===== src/rtl/alu_srcb_ctrl.sv =====
`default_nettype none
// +----------------------------------------------------------------------------+
// | alu_srcb_ctrl : multicycle Moore sequencer for the ALU-B select and datapath |
// |                 write enables.  Rev 1.0                                      |
// +----------------------------------------------------------------------------+
module alu_srcb_ctrl #(
  parameter int MEM_WAIT = 2
) (
  input  logic       clk,
  input  logic       reset_n,
  input  logic [5:0] opcode,
  input  logic [5:0] funct,
  output logic [2:0] alu_srcb_sel,
  output logic [2:0] alu_op,
  output logic       mem_read,
  output logic       mem_write,
  output logic       ir_write,
  output logic       pc_write,
  output logic       pc_write_cond,
  output logic       branch_ne,
  output logic       pc_jump,
  output logic       reg_write,
  output logic       epc_write,
  output logic [3:0] state_out
);

  localparam logic [3:0] c_st_reset    = 4'd0;
  localparam logic [3:0] c_st_fetch    = 4'd1;
  localparam logic [3:0] c_st_decode   = 4'd2;
  localparam logic [3:0] c_st_exec_r   = 4'd3;
  localparam logic [3:0] c_st_exec_sh  = 4'd4;
  localparam logic [3:0] c_st_exec_i   = 4'd5;
  localparam logic [3:0] c_st_mem_addr = 4'd6;
  localparam logic [3:0] c_st_mem_rd   = 4'd7;
  localparam logic [3:0] c_st_mem_wr   = 4'd8;
  localparam logic [3:0] c_st_branch   = 4'd9;
  localparam logic [3:0] c_st_jump     = 4'd10;
  localparam logic [3:0] c_st_excpt    = 4'd11;
  localparam logic [3:0] c_st_wb       = 4'd12;

  localparam logic [2:0] c_op_pass = 3'b000;
  localparam logic [2:0] c_op_add  = 3'b001;
  localparam logic [2:0] c_op_sub  = 3'b010;
  localparam logic [2:0] c_op_and  = 3'b011;
  localparam logic [2:0] c_op_or   = 3'b100;
  localparam logic [2:0] c_op_sll  = 3'b101;
  localparam logic [2:0] c_op_srl  = 3'b110;
  localparam logic [2:0] c_op_sra  = 3'b111;

  localparam logic [2:0] c_srcb_reg   = 3'b000;
  localparam logic [2:0] c_srcb_four  = 3'b001;
  localparam logic [2:0] c_srcb_simm  = 3'b010;
  localparam logic [2:0] c_srcb_imm2  = 3'b011;
  localparam logic [2:0] c_srcb_shamt = 3'b100;

  localparam logic [2:0] c_wait_load = 3'(MEM_WAIT - 1);

  logic [3:0] r_state, w_state_nxt;
  logic [2:0] r_cnt, w_cnt_nxt;
  logic [2:0] r_alu_op, w_alu_op_nxt;
  logic       r_is_sw, w_is_sw_nxt;
  logic       r_is_bne, w_is_bne_nxt;

  always_ff @(posedge clk or negedge reset_n) begin
    if (!reset_n) begin
      r_state  <= c_st_reset;
      r_cnt    <= 3'd0;
      r_alu_op <= c_op_pass;
      r_is_sw  <= 1'b0;
      r_is_bne <= 1'b0;
    end else begin
      r_state  <= w_state_nxt;
      r_cnt    <= w_cnt_nxt;
      r_alu_op <= w_alu_op_nxt;
      r_is_sw  <= w_is_sw_nxt;
      r_is_bne <= w_is_bne_nxt;
    end
  end

  always_comb begin
    w_state_nxt  = c_st_fetch;
    w_cnt_nxt    = r_cnt;
    w_alu_op_nxt = r_alu_op;
    w_is_sw_nxt  = r_is_sw;
    w_is_bne_nxt = r_is_bne;
    case (r_state)
      c_st_fetch: begin
        if (r_cnt == 3'd0) begin
          w_state_nxt = c_st_decode;
        end else begin
          w_state_nxt = c_st_fetch;
          w_cnt_nxt   = r_cnt - 3'd1;
        end
      end
      c_st_decode: begin
        // The IR fields are only trusted here; everything later uses the latched copies.
        w_is_sw_nxt  = (opcode == 6'h2B);
        w_is_bne_nxt = (opcode == 6'h05);
        case (funct)
          6'h20, 6'h21: w_alu_op_nxt = c_op_add;
          6'h22, 6'h23: w_alu_op_nxt = c_op_sub;
          6'h24:        w_alu_op_nxt = c_op_and;
          6'h25:        w_alu_op_nxt = c_op_or;
          6'h00:        w_alu_op_nxt = c_op_sll;
          6'h02:        w_alu_op_nxt = c_op_srl;
          6'h03:        w_alu_op_nxt = c_op_sra;
          default:      w_alu_op_nxt = c_op_pass;
        endcase
        case (opcode)
          6'h00: begin
            case (funct)
              6'h20, 6'h21, 6'h22, 6'h23, 6'h24, 6'h25: w_state_nxt = c_st_exec_r;
              6'h00, 6'h02, 6'h03:                      w_state_nxt = c_st_exec_sh;
              default:                                  w_state_nxt = c_st_excpt;
            endcase
          end
          6'h08:        w_state_nxt = c_st_exec_i;
          6'h23, 6'h2B: w_state_nxt = c_st_mem_addr;
          6'h04, 6'h05: w_state_nxt = c_st_branch;
          6'h02:        w_state_nxt = c_st_jump;
          default:      w_state_nxt = c_st_excpt;
        endcase
      end
      c_st_exec_r, c_st_exec_sh, c_st_exec_i: w_state_nxt = c_st_wb;
      c_st_mem_addr: w_state_nxt = r_is_sw ? c_st_mem_wr : c_st_mem_rd;
      c_st_mem_rd: begin
        if (r_cnt == 3'd0) begin
          w_state_nxt = c_st_wb;
        end else begin
          w_state_nxt = c_st_mem_rd;
          w_cnt_nxt   = r_cnt - 3'd1;
        end
      end
      default: w_state_nxt = c_st_fetch;
    endcase
    // Both memory-wait states count down from a fresh load on every entry.
    if ((w_state_nxt != r_state) &&
        ((w_state_nxt == c_st_fetch) || (w_state_nxt == c_st_mem_rd))) begin
      w_cnt_nxt = c_wait_load;
    end
  end

  always_comb begin
    alu_srcb_sel  = c_srcb_reg;
    alu_op        = c_op_pass;
    mem_read      = 1'b0;
    mem_write     = 1'b0;
    ir_write      = 1'b0;
    pc_write      = 1'b0;
    pc_write_cond = 1'b0;
    branch_ne     = 1'b0;
    pc_jump       = 1'b0;
    reg_write     = 1'b0;
    epc_write     = 1'b0;
    case (r_state)
      c_st_fetch: begin
        alu_srcb_sel = c_srcb_four;
        alu_op       = c_op_add;
        mem_read     = 1'b1;
        ir_write     = (r_cnt == 3'd0);
        pc_write     = (r_cnt == 3'd0);
      end
      c_st_decode: begin
        alu_srcb_sel = c_srcb_imm2;
        alu_op       = c_op_add;
      end
      c_st_exec_r: begin
        alu_srcb_sel = c_srcb_reg;
        alu_op       = r_alu_op;
      end
      c_st_exec_sh: begin
        alu_srcb_sel = c_srcb_shamt;
        alu_op       = r_alu_op;
      end
      c_st_exec_i, c_st_mem_addr: begin
        alu_srcb_sel = c_srcb_simm;
        alu_op       = c_op_add;
      end
      c_st_mem_rd: mem_read  = 1'b1;
      c_st_mem_wr: mem_write = 1'b1;
      c_st_branch: begin
        alu_srcb_sel  = c_srcb_reg;
        alu_op        = c_op_sub;
        pc_write_cond = 1'b1;
        branch_ne     = r_is_bne;
      end
      c_st_jump: begin
        pc_write = 1'b1;
        pc_jump  = 1'b1;
      end
      c_st_excpt: begin
        epc_write = 1'b1;
        pc_write  = 1'b1;
      end
      c_st_wb: reg_write = 1'b1;
      default: ;
    endcase
  end

  assign state_out = r_state;

endmodule
`default_nettype wire

===== config.mk =====
export PLATFORM = sky130hd
export DESIGN_NAME = alu_srcb_ctrl
export DESIGN_NICKNAME = d
export VERILOG_FILES = /design/src/rtl/alu_srcb_ctrl.sv
export SDC_FILE = /design/constraint.sdc
export NUM_CORES = 1
export LEC_CHECK = 0
export ABC_CLOCK_PERIOD_IN_PS = 2400
export CORE_ASPECT_RATIO = 1.2
export CORE_UTILIZATION = 46
export CTS_CLUSTER_DIAMETER = 120
export DETAILED_ROUTE_END_ITERATION = 6
export PLACE_DENSITY = 0.77
export SLEW_MARGIN = 0
export SYNTH_ARGS = -nofsm -noshare
export SYNTH_HDL_FRONTEND = slang
export SYNTH_SLANG_ARGS = --single-unit
export TNS_END_PERCENT = 50

===== constraint.sdc =====
create_clock -name clk -period 2.4 [get_ports clk]
set_input_delay 0.72 -clock clk [delete_from_list [all_inputs] [get_ports clk]]
set_output_delay 0.72 -clock clk [all_outputs]
set_load 0.01 [all_outputs]

# Word-level counts from Yosys, hierarchy flattened
# Index checks and enable logic that the tools add are counted.
dict set report op_classes {
  div 0
  n_eq_ne 30
  magnitude_cmp 0
  n_mux 21
  n_bitwise 0
  n_shift 0
  n_mul 0
  add_sub_neg 1
  n_reduce_logical 19
}
# cell count
set ops {}
lappend ops {{== test 6 bit (second input constant)} 8}
lappend ops {{one-hot mux 4 bit (5 select lines)} 2}
lappend ops {{one-hot mux 3 bit (7 select lines)} 1}
lappend ops {{== test 4 x 3 -> 1 bit (second input constant)} 5}
lappend ops {{== test 4 bit (second input constant)} 5}
lappend ops {{== test 6 x 2 -> 1 bit (second input constant)} 3}
lappend ops {{OR reduction 2 bit} 8}
lappend ops {{== test 6 x 3 -> 1 bit (second input constant)} 2}
lappend ops {{zero test 6 bit} 2}
lappend ops {{one-hot mux 3 bit (4 select lines)} 1}
lappend ops {{2-to-1 mux 3 bit} 3}
lappend ops {{one-hot mux 3 bit (3 select lines)} 1}
lappend ops {{== test 4 x 1 -> 1 bit (second input constant)} 2}
lappend ops {{== test 4 x 2 -> 1 bit (second input constant)} 2}
lappend ops {{2-to-1 mux 1 bit} 8}
lappend ops {{2-to-1 mux 4 bit} 2}
lappend ops {{one-hot mux 4 bit (2 select lines)} 1}
lappend ops {{== test 6 x 4 -> 1 bit (second input constant)} 1}
lappend ops {{OR reduction 3 bit} 2}
lappend ops {{OR reduction 6 bit} 1}
lappend ops {{!= test 4 bit} 1}
lappend ops {{OR reduction 4 bit} 1}
lappend ops {{zero test 3 bit} 1}
lappend ops {{subtractor 3 x 1 -> 3 bit (second input constant)} 1}
lappend ops {{7 further kinds} 7}
dict set report totals {
  ff_bits 12
  memories 0
  mem_bits_ro 0
  latchBits 0
  mem_bits_rw 0
  in_bits 14
}

# Depth between registers and ports, before layout
# Gate-level depths: netlist (run 1).
dict set report depth {
  word_depth 10
  depth_mapped 9
}

# Least setup slack after synthesis (run 1)
# Ideal clock, no wire load.
dict set report synth_timing {
  kind {in2reg}
  from {input port opcode[0]}
  to {register r_cnt[1]}
  arrival_time_ns 2.359
  cell_stages 7
  setup_slack_ns -0.079
  cell_sequence {buf_4 or4b_1 o211a_1 o31a_1 a2111oi_4 o2111ai_2 o211a_1}
}
dict set report synth_via {
  elab_chain_cells 9
}
# element line
set synth_rtl {}
lappend synth_rtl {{start: declaration} 11} ;# input logic [5:0] opcode,
lappend synth_rtl {{== test 6 x 3 -> 1 bit / == test 6 bit (equally long branches)} 109} ;# case (opcode)
lappend synth_rtl {{OR reduction 2 bit} 109}
lappend synth_rtl {{one-hot mux 4 bit (5 select lines) (*)} 109}
lappend synth_rtl {{one-hot mux 4 bit (5 select lines) (*)} 86} ;# case (r_state)
lappend synth_rtl {{== test 4 x 1 -> 1 bit / == test 4 x 3 -> 1 bit (equally long branches)} 138} ;# ((w_state_nxt == c_st_fetch) || (w_state_nxt == c_st_mem_rd))) begin
lappend synth_rtl {{logical OR 1 bit} 138}
lappend synth_rtl {{logical AND 1 bit (*)} 137} ;# if ((w_state_nxt != r_state) &&
lappend synth_rtl {{!= test 2 x 1 -> 1 bit (no source line) / nonzero test 2 bit (equally long branches)} -}
lappend synth_rtl {{AND reduction 2 bit (no source line)} -}
lappend synth_rtl {{end signal: assignment} 73} ;# r_cnt <= w_cnt_nxt;
lappend synth_rtl {{end: declaration} 59} ;# logic [2:0] r_cnt, w_cnt_nxt;
# Every way passes the cells marked *; elsewhere a longest branch is shown, timed or not.
# A chain may end at the register's enable or synchronous reset.

# Worst setup path after layout (run 1)
dict set report layout_timing {
  from {input port funct[5]}
  to {register r_cnt[2]}
}
dict set report layout_via {
  elab_chain_cells 10
}
# element line
set layout_rtl {}
lappend layout_rtl {{start: declaration} 12} ;# input logic [5:0] funct,
lappend layout_rtl {{== test 6 bit (tied with other cells)} 111} ;# case (funct)
lappend layout_rtl {{OR reduction 6 bit / OR reduction 3 bit (equally long branches)} 111}
lappend layout_rtl {{one-hot mux 4 bit (2 select lines) (*)} 111}
lappend layout_rtl {{one-hot mux 4 bit (5 select lines) (*)} 109}
lappend layout_rtl {{one-hot mux 4 bit (5 select lines) (*)} 86}
lappend layout_rtl {{== test 4 x 1 -> 1 bit / == test 4 x 3 -> 1 bit (equally long branches)} 138}
lappend layout_rtl {{logical OR 1 bit} 138}
lappend layout_rtl {{logical AND 1 bit (*)} 137}
lappend layout_rtl {{!= test 2 x 1 -> 1 bit (no source line) / nonzero test 2 bit (equally long branches)} -}
lappend layout_rtl {{AND reduction 2 bit (no source line)} -}
# Marked as above.

==> results of run 1 <==
==> cells in the final DEF, fill, tap and decap left out, drive strengths merged, types with 6 or more instances in the layout <==
cell	synthesis	routed
nor2b	6	6
a21oi	7	7
o21ai	8	8
dfrtp	12	12
nor2	16	16
clkbuf	6	7
clkdlybuf4s50	0	8
nand2	13	13
buf	2	46
inv	8	8
dlygate4sd2	0	12
nand2b	6	6
==> power by group through the flow <==
stage	Clock (W)	Combinational, W	Sequential (W)
2_1_floorplan	0	0.000671	0.000344
3_5_place_dp	0	0.00118	0.000352
4_1_cts	0.000157	0.00120	0.000337
6_report	0.000156	0.00128	0.000341
5_1_grt	0.000170	0.00139	0.000345
3_3_place_gp	0	0.00114	0.000348
==> state kept, by name, summed over array words and instances, names as in the netlist <==
name,cells
r_alu_op,3
r_cnt,3
r_is_bne,1
r_is_sw,1
state_out,4
==> Yosys cell counts (2+ instances only) <==
master     n  share of area
nand2_1   13          0.043
nor3_1     4          0.017
ha_1       2          0.022
a31oi_1    2          0.011
a21oi_1    7          0.031
a21o_1     3          0.020
inv_1      7          0.023
and2_1     3          0.016
a211oi_1   2          0.013
o21ai_0    3          0.013
nor2_1    16          0.052
or4_1      2          0.013
nand2b_1   5          0.027
o32ai_1    2          0.015
a32o_1     2          0.017
o211a_1    4          0.035
dfrtp_1   12           0.26
nor2b_1    6          0.033
nor4_1     2          0.011
or3_1      3          0.016
and3_1     2          0.011
o21ai_1    5          0.022
clkbuf_1   6          0.020
==> cells by family (layout without fill, tap and decap cells) <==
kind of cell | after synthesis | in the layout | synth area share
AND/OR/NAND/NOR | 70 | 70 | 0.350
AO/OA/AOI/OAI | 39 | 39 | 0.271
buffers and inverters | 16 | 84 | 0.0622
flip-flops | 12 | 12 | 0.262
adder cells (fa/ha/maj) | 3 | 3 | 0.0306
XOR/XNOR | 2 | 2 | 0.0153
multiplexers | 1 | 1 | 0.00873
==> final timing paths <==
kind / endpoint / slack (ns) / cells after the start
max in group asynchronous: state_out[0]$_DFF_PN0_ / 1.24 / 1
hold reg to reg: r_alu_op[0]$_DFFE_PN0P_ / 0.50 / 2
hold / removal: r_alu_op[0]$_DFFE_PN0P_ / 0.50 / 2
min in group asynchronous: state_out[3]$_DFF_PN0_ / 0.78 / 1
setup / recovery: r_cnt[2]$_DFFE_PN0P_ / 0.05 / 7
setup reg to reg: r_cnt[2]$_DFFE_PN0P_ / 0.13 / 9
==> area by class of cell <==
cell class | instances | area share
flip-flops and latches | 12 | 0.165
multi-input cells | 115 | 0.464
repair buffers | 72 | 0.313
inverters | 8 | 0.0164
well taps | 31 | 0.0212
clock buffers | 4 | 0.0198
==> metrics by stage <==
stage | power [W] | cells | util
after floorplan | 0.00102 | 143 | -
after global placement | 0.00149 | 231 | 0.735
after detailed placement | 0.00154 | 231 | 0.735
after CTS | 0.00169 | 240 | 0.775
after global routing | 0.00190 | 242 | 0.785
final | 0.00177 | 242 | 0.785
==> repair_timing <==
action,in CTS,in global routing
endpoints found under the setup margin,16,8
setup buffers,5,2
gates resized for setup,55,13
pin swaps,11,6
==> worst max-delay path: stages <==
cell and delay (ns):
clkdlybuf4s15_1 0.19, or4_4 0.48, o211a_1 0.26, o31a_1 0.31
a2111oi_4 0.23, o2111ai_2 0.17, o211a_1 0.16
==> per-layer routing <==
| layer | part of all wire | GRT usage | wire length, um |
|---|---|---|---|
| met5 | 0 | 0 | 0 |
| met4 | 0.029 | 0.131 | 109 |
| met3 | 0.050 | 0.0322 | 187 |
| met2 | 0.55 | 0.568 | 2060 |
| met1 | 0.37 | 0.311 | 1380 |
==> metrics, run 1 <==
worst setup path startpoint=funct[5]; Max Fclk=0.426 GHz; type of the worst min-delay path=reg -> reg; crit path time final=2.35 ns; Synth async-reset ratio=1.00; Final Hold Vio Count=0; reg-to-reg startpoint=r_cnt[0]$_DFFE_PN0P_; Ys Warns=0; dpl hpwl=2720 um; sw frac=0.425; crit path launch type=input port; WL/cell=15.4 um; Vias=1401; outcome=finished clean; GRT Overall Usage=0.303; Clk Latency, worst-skew pair=0.27 ns; Hold Buf Count CTS=0; NetSw=0.000753 W; Main synth FF type=dfrtp_1; layout cells sized above 1=0.374; Initial Utilization=0.492; Clock Tree Root=clkbuf_4; DP Worst Slack=-0.516 ns; CP required=2.57 ns; Static Leak=0.902 nW; Port Buffers=32; H-tree depth=1; Top Ports=33; die area=2700 um2; max-cap viol count=0; Core ar.=2330 um2; fill count=183; relative slew slack=0.661; RSZ-0062 raised after global routing=true; syn nets=159; Max Slew Vio Count=0; Final setup viols=0; footprint of the multi-input gates=850 um2; first-pass GRT wire length=5940 um; Remaining Overflow, GRT=0; die width=47.6 um; Max clock buf depth=2; Final Cell Area=1830 um2; Synth cell types=53; worst hold start=r_alu_op[0]$_DFFE_PN0P_; CTS tree=built; TritonCTS buffer count=3; worst vdd ir=0.564 mV; Nets=228; Layout area overhead=59.6%; Setup TNS Final=0 ns; internal cell power=0.00102 W; vias per inst=5.79; crit share post-route=0.979; Clock power frac=0.088; Critical Path Fanout Max=3; wirelength, routed=3740 um; CTS sink count=12; CP Capture Type=flop; arrival time worst endpoint=2.52 ns; pwr/cell area=969 nW/um2; 1st-iter DRT viols=43; Worst Max-Slew Pin Slew=0.508 ns; antenna violations before repair=0; Post-Syn Area=1150 um2; critical path class=in -> reg; sequential fraction of the synthesis area=0.262; chip height=56.7 um; Hold Worst Slack=0.502 ns; Final WS setup=0.0506 ns; DRC viols=0; ANT nets after route=0; Synth Area per Inst=8.01 um2; largest net degree at the start of global routing=13; Yosys reg bits=12; placed cell area=1710 um2; Combinational Power Share=0.720; post-synthesis cell count=143; vias in the first global route=1361; drt pass-1 iters=4; skew final=0.00628 ns; Post-synth EDFFs=0; Reg clk slew, reported paths=0.07 ns; routability congestion estimate=0.887; Reg area=302 um2; Seq pwr share=0.192; n_diodes=0; Core Rows=19
Note: power is estimated with default switching activity, not from simulation.
==> run 2: changes to the inputs <==
- TNS_END_PERCENT: 50 -> 5
==> run 2 against run 1 <==
Compared with the run above:
- sequential power is 4% higher
- cell area increased by 0.27%
- total power down 3.4%
- utilization rose by 0.21 points
- cell count down 2.5%
- wire length fell by 5.6%
- die area unchanged
- clock skew is 0.00057 ns higher
- highest routed layer unchanged
==> metrics, run 2 (same netlist as run 1, synthesis figures left out) <==
Final setup viols=0 (unchanged); R2R cell count=9 (unchanged); internal cell power=0.000983 W (was 0.00102 W); n_diodes=0 (unchanged); 1st-iter DRT viols=40 (was 43); Max clock buf depth=2 (unchanged); Max Fclk=0.424 GHz (was 0.426 GHz); Clock Tree Root=clkbuf_4 (unchanged); Final Cell Area=1830 um2 (about the same); outcome=finished clean (unchanged); CP Capture Type=flop (unchanged); commonest non-fill, non-tap cell in the layout=buf_4 (unchanged); CP required=2.57 ns (about the same); Worst Max-Slew Pin Slew=0.509 ns (was 0.508 ns); Hold Buf Count CTS=0 (unchanged); vias per inst=5.66 (was 5.79); Core ar.=2330 um2 (unchanged); Top Ports=33 (unchanged); Setup TNS Final=0 ns (unchanged); Reg clk slew, reported paths=0.08 ns (was 0.07 ns); Critical Path Fanout Max=3 (unchanged); max reg flops=4 (unchanged); Remaining Overflow, GRT=0 (unchanged); r2r setup slk=0.15 ns (was 0.13 ns); total power draw=0.00171 W (was 0.00177 W); placed cell area=1710 um2 (unchanged); worst vdd ir=0.562 mV (was 0.564 mV); DR WL met3=146 um (was 187 um); Clock power frac=0.092 (was 0.088); skew final=0.00685 ns (was 0.00628 ns); most frequent cell on the critical path=o211a_1 (unchanged); routability congestion estimate=0.887 (unchanged); ANT nets after route=0 (unchanged); largest net degree at the start of global routing=13 (unchanged); pwr/cell area=934 nW/um2 (was 969 nW/um2); WL/cell=14.9 um (was 15.4 um); Reg area=303 um2 (was 302 um2); arrival time worst endpoint=2.53 ns (was 2.52 ns); die area=2700 um2 (unchanged); crit path time final=2.36 ns (was 2.35 ns); Port Buffers=32 (unchanged); first-pass GRT wire length=5510 um (was 5940 um); Final Hold Vio Count=0 (unchanged); dpl cells=231 (unchanged); RSZ-0062 raised after global routing=true (unchanged); fill count=178 (was 183); reg-to-reg startpoint=r_cnt[0]$_DFFE_PN0P_ (unchanged); CTS tree=built (unchanged); vias in the first global route=1291 (was 1361); H-tree depth=1 (unchanged); CTS sink count=12 (unchanged); most frequent cells in the layout=32 x buf_4, 16 x nor2_1, 13 x nand2_1, 12 x dlygate4sd2_1, 10 x dfrtp_1 (was 38 x buf_4, 15 x nor2_1, 13 x nand2_1, 12 x dlygate4sd2_1, 11 x dfrtp_1); Initial Utilization=0.492 (unchanged); antenna violations before repair=0 (unchanged); Core Rows=19 (unchanged); crit share post-route=0.982 (was 0.979); Layout area overhead=60.0% (was 59.6%); TritonCTS buffer count=3 (unchanged); Static Leak=0.920 nW (was 0.902 nW); max-cap viol count=0 (unchanged); crit-path leading delay family=compound AO/OA/AOI/OAI gates (unchanged); sw frac=0.426 (was 0.425); Vias=1335 (was 1401); Hold Worst Slack=0.500 ns (was 0.502 ns); crit path launch type=input port (unchanged); Worst path max stage delay=0.54 ns (was 0.48 ns); GRT Overall Usage=0.280 (was 0.303); Top Metal Used=met4 (unchanged); critical path class=in -> reg (unchanged); dpl hpwl=2720 um (unchanged); drt pass-1 iters=4 (unchanged); Slowest cell on crit path=or4_1 (was or4_4); Seq pwr share=0.206 (was 0.192); NetSw=0.000729 W (was 0.000753 W); worst setup path end=r_cnt[2]$_DFFE_PN0P_ (unchanged); layout cells sized above 1=0.332 (was 0.374); Max Slew Vio Count=0 (unchanged); worst setup path startpoint=funct[5] (unchanged); chip height=56.7 um (unchanged); relative slew slack=0.660 (was 0.661); worst path cell trace=clkbuf_2, or4_1, o211a_1, o31a_1, a2111oi_4, o2111ai_2, o211a_1 (was clkdlybuf4s15_1, or4_4, o211a_1, o31a_1, a2111oi_4, o2111ai_2, o211a_1); Combinational Power Share=0.702 (was 0.720); die width=47.6 um (unchanged); WL met2=2020 um (was 2060 um); non-filler instance count after layout=236 (was 242); Bufs and invs on worst path=1 (unchanged); footprint of the multi-input gates=860 um2 (was 850 um2); Stages on worst setup path=7 (unchanged); type of the worst min-delay path=reg -> reg (unchanged); Clk Latency, worst-skew pair=0.27 ns (about the same); wl on met1=1300 um (was 1380 um); Nets=222 (was 228); DRC viols=0 (unchanged); end of the worst register-to-register path=r_cnt[2]$_DFFE_PN0P_ (unchanged); wirelength, routed=3530 um (was 3740 um)
[run 2: changes by cell type in the layout (fill, tap and decap cells not counted), sizes merged]
cell,change
buf,-11
clkbuf,+1
clkdlybuf4s15,-1
dlymetal6s2s,+5
[run 2: layer usage]
layer  global-route usage  vias to the layer above
met4                0.119                        0
li1                     -                      649
met2                0.517                       47
met3               0.0322                        7
met5                    0                        -
met1                0.297                      632
[run 2: worst min-delay path, stage by stage, from the launching register on]
cell	delay [ns]
dfrtp_1	0.35
nand2_1	0.05
o21ai_1	0.06
[run 2: what timing repair did]
item	CTS	global route
setup endpoints to repair	16	9
pin swaps	0	9
buffers inserted	1	0
resized for setup	18	35
[run 2: power groups by stage]
stage	clock network, W	registers, W	logic, W
2_1_floorplan	0	0.000344	0.000671
3_3_place_gp	0	0.000348	0.00114
3_5_place_dp	0	0.000352	0.00118
4_1_cts	0.000157	0.000349	0.00116
5_1_grt	0.000170	0.000360	0.00132
6_report	0.000158	0.000353	0.00120
[run 2: through the flow]
stage / utilization / worst slack (ns)
2_1_floorplan: - / -0.00351
3_3_place_gp: 0.735 / -0.452
3_5_place_dp: 0.735 / -0.516
4_1_cts: 0.752 / -0.226
5_1_grt: 0.787 / -0.0305
6_report: 0.787 / 0.0420
[run 2: cell type report]
class,instances,share of cell area
multi-input cells,115,0.469
inverters,8,0.0164
well taps,31,0.0211
flip-flops and latches,12,0.165
clock buffers,4,0.0198
repair buffers,66,0.309
[run 2: worst min path at each step]
stage,startpoint,end,cells past startpoint
3_3_place_gp,r_alu_op[2]$_DFFE_PN0P_,r_alu_op[2]$_DFFE_PN0P_,2
3_5_place_dp,r_alu_op[0]$_DFFE_PN0P_,r_alu_op[0]$_DFFE_PN0P_,2
4_1_cts,r_alu_op[0]$_DFFE_PN0P_,r_alu_op[0]$_DFFE_PN0P_,2
2_1_floorplan,reset_n,r_alu_op[0]$_DFFE_PN0P_,0
5_1_grt,r_alu_op[0]$_DFFE_PN0P_,r_alu_op[0]$_DFFE_PN0P_,2
6_report,r_alu_op[0]$_DFFE_PN0P_,r_alu_op[0]$_DFFE_PN0P_,2
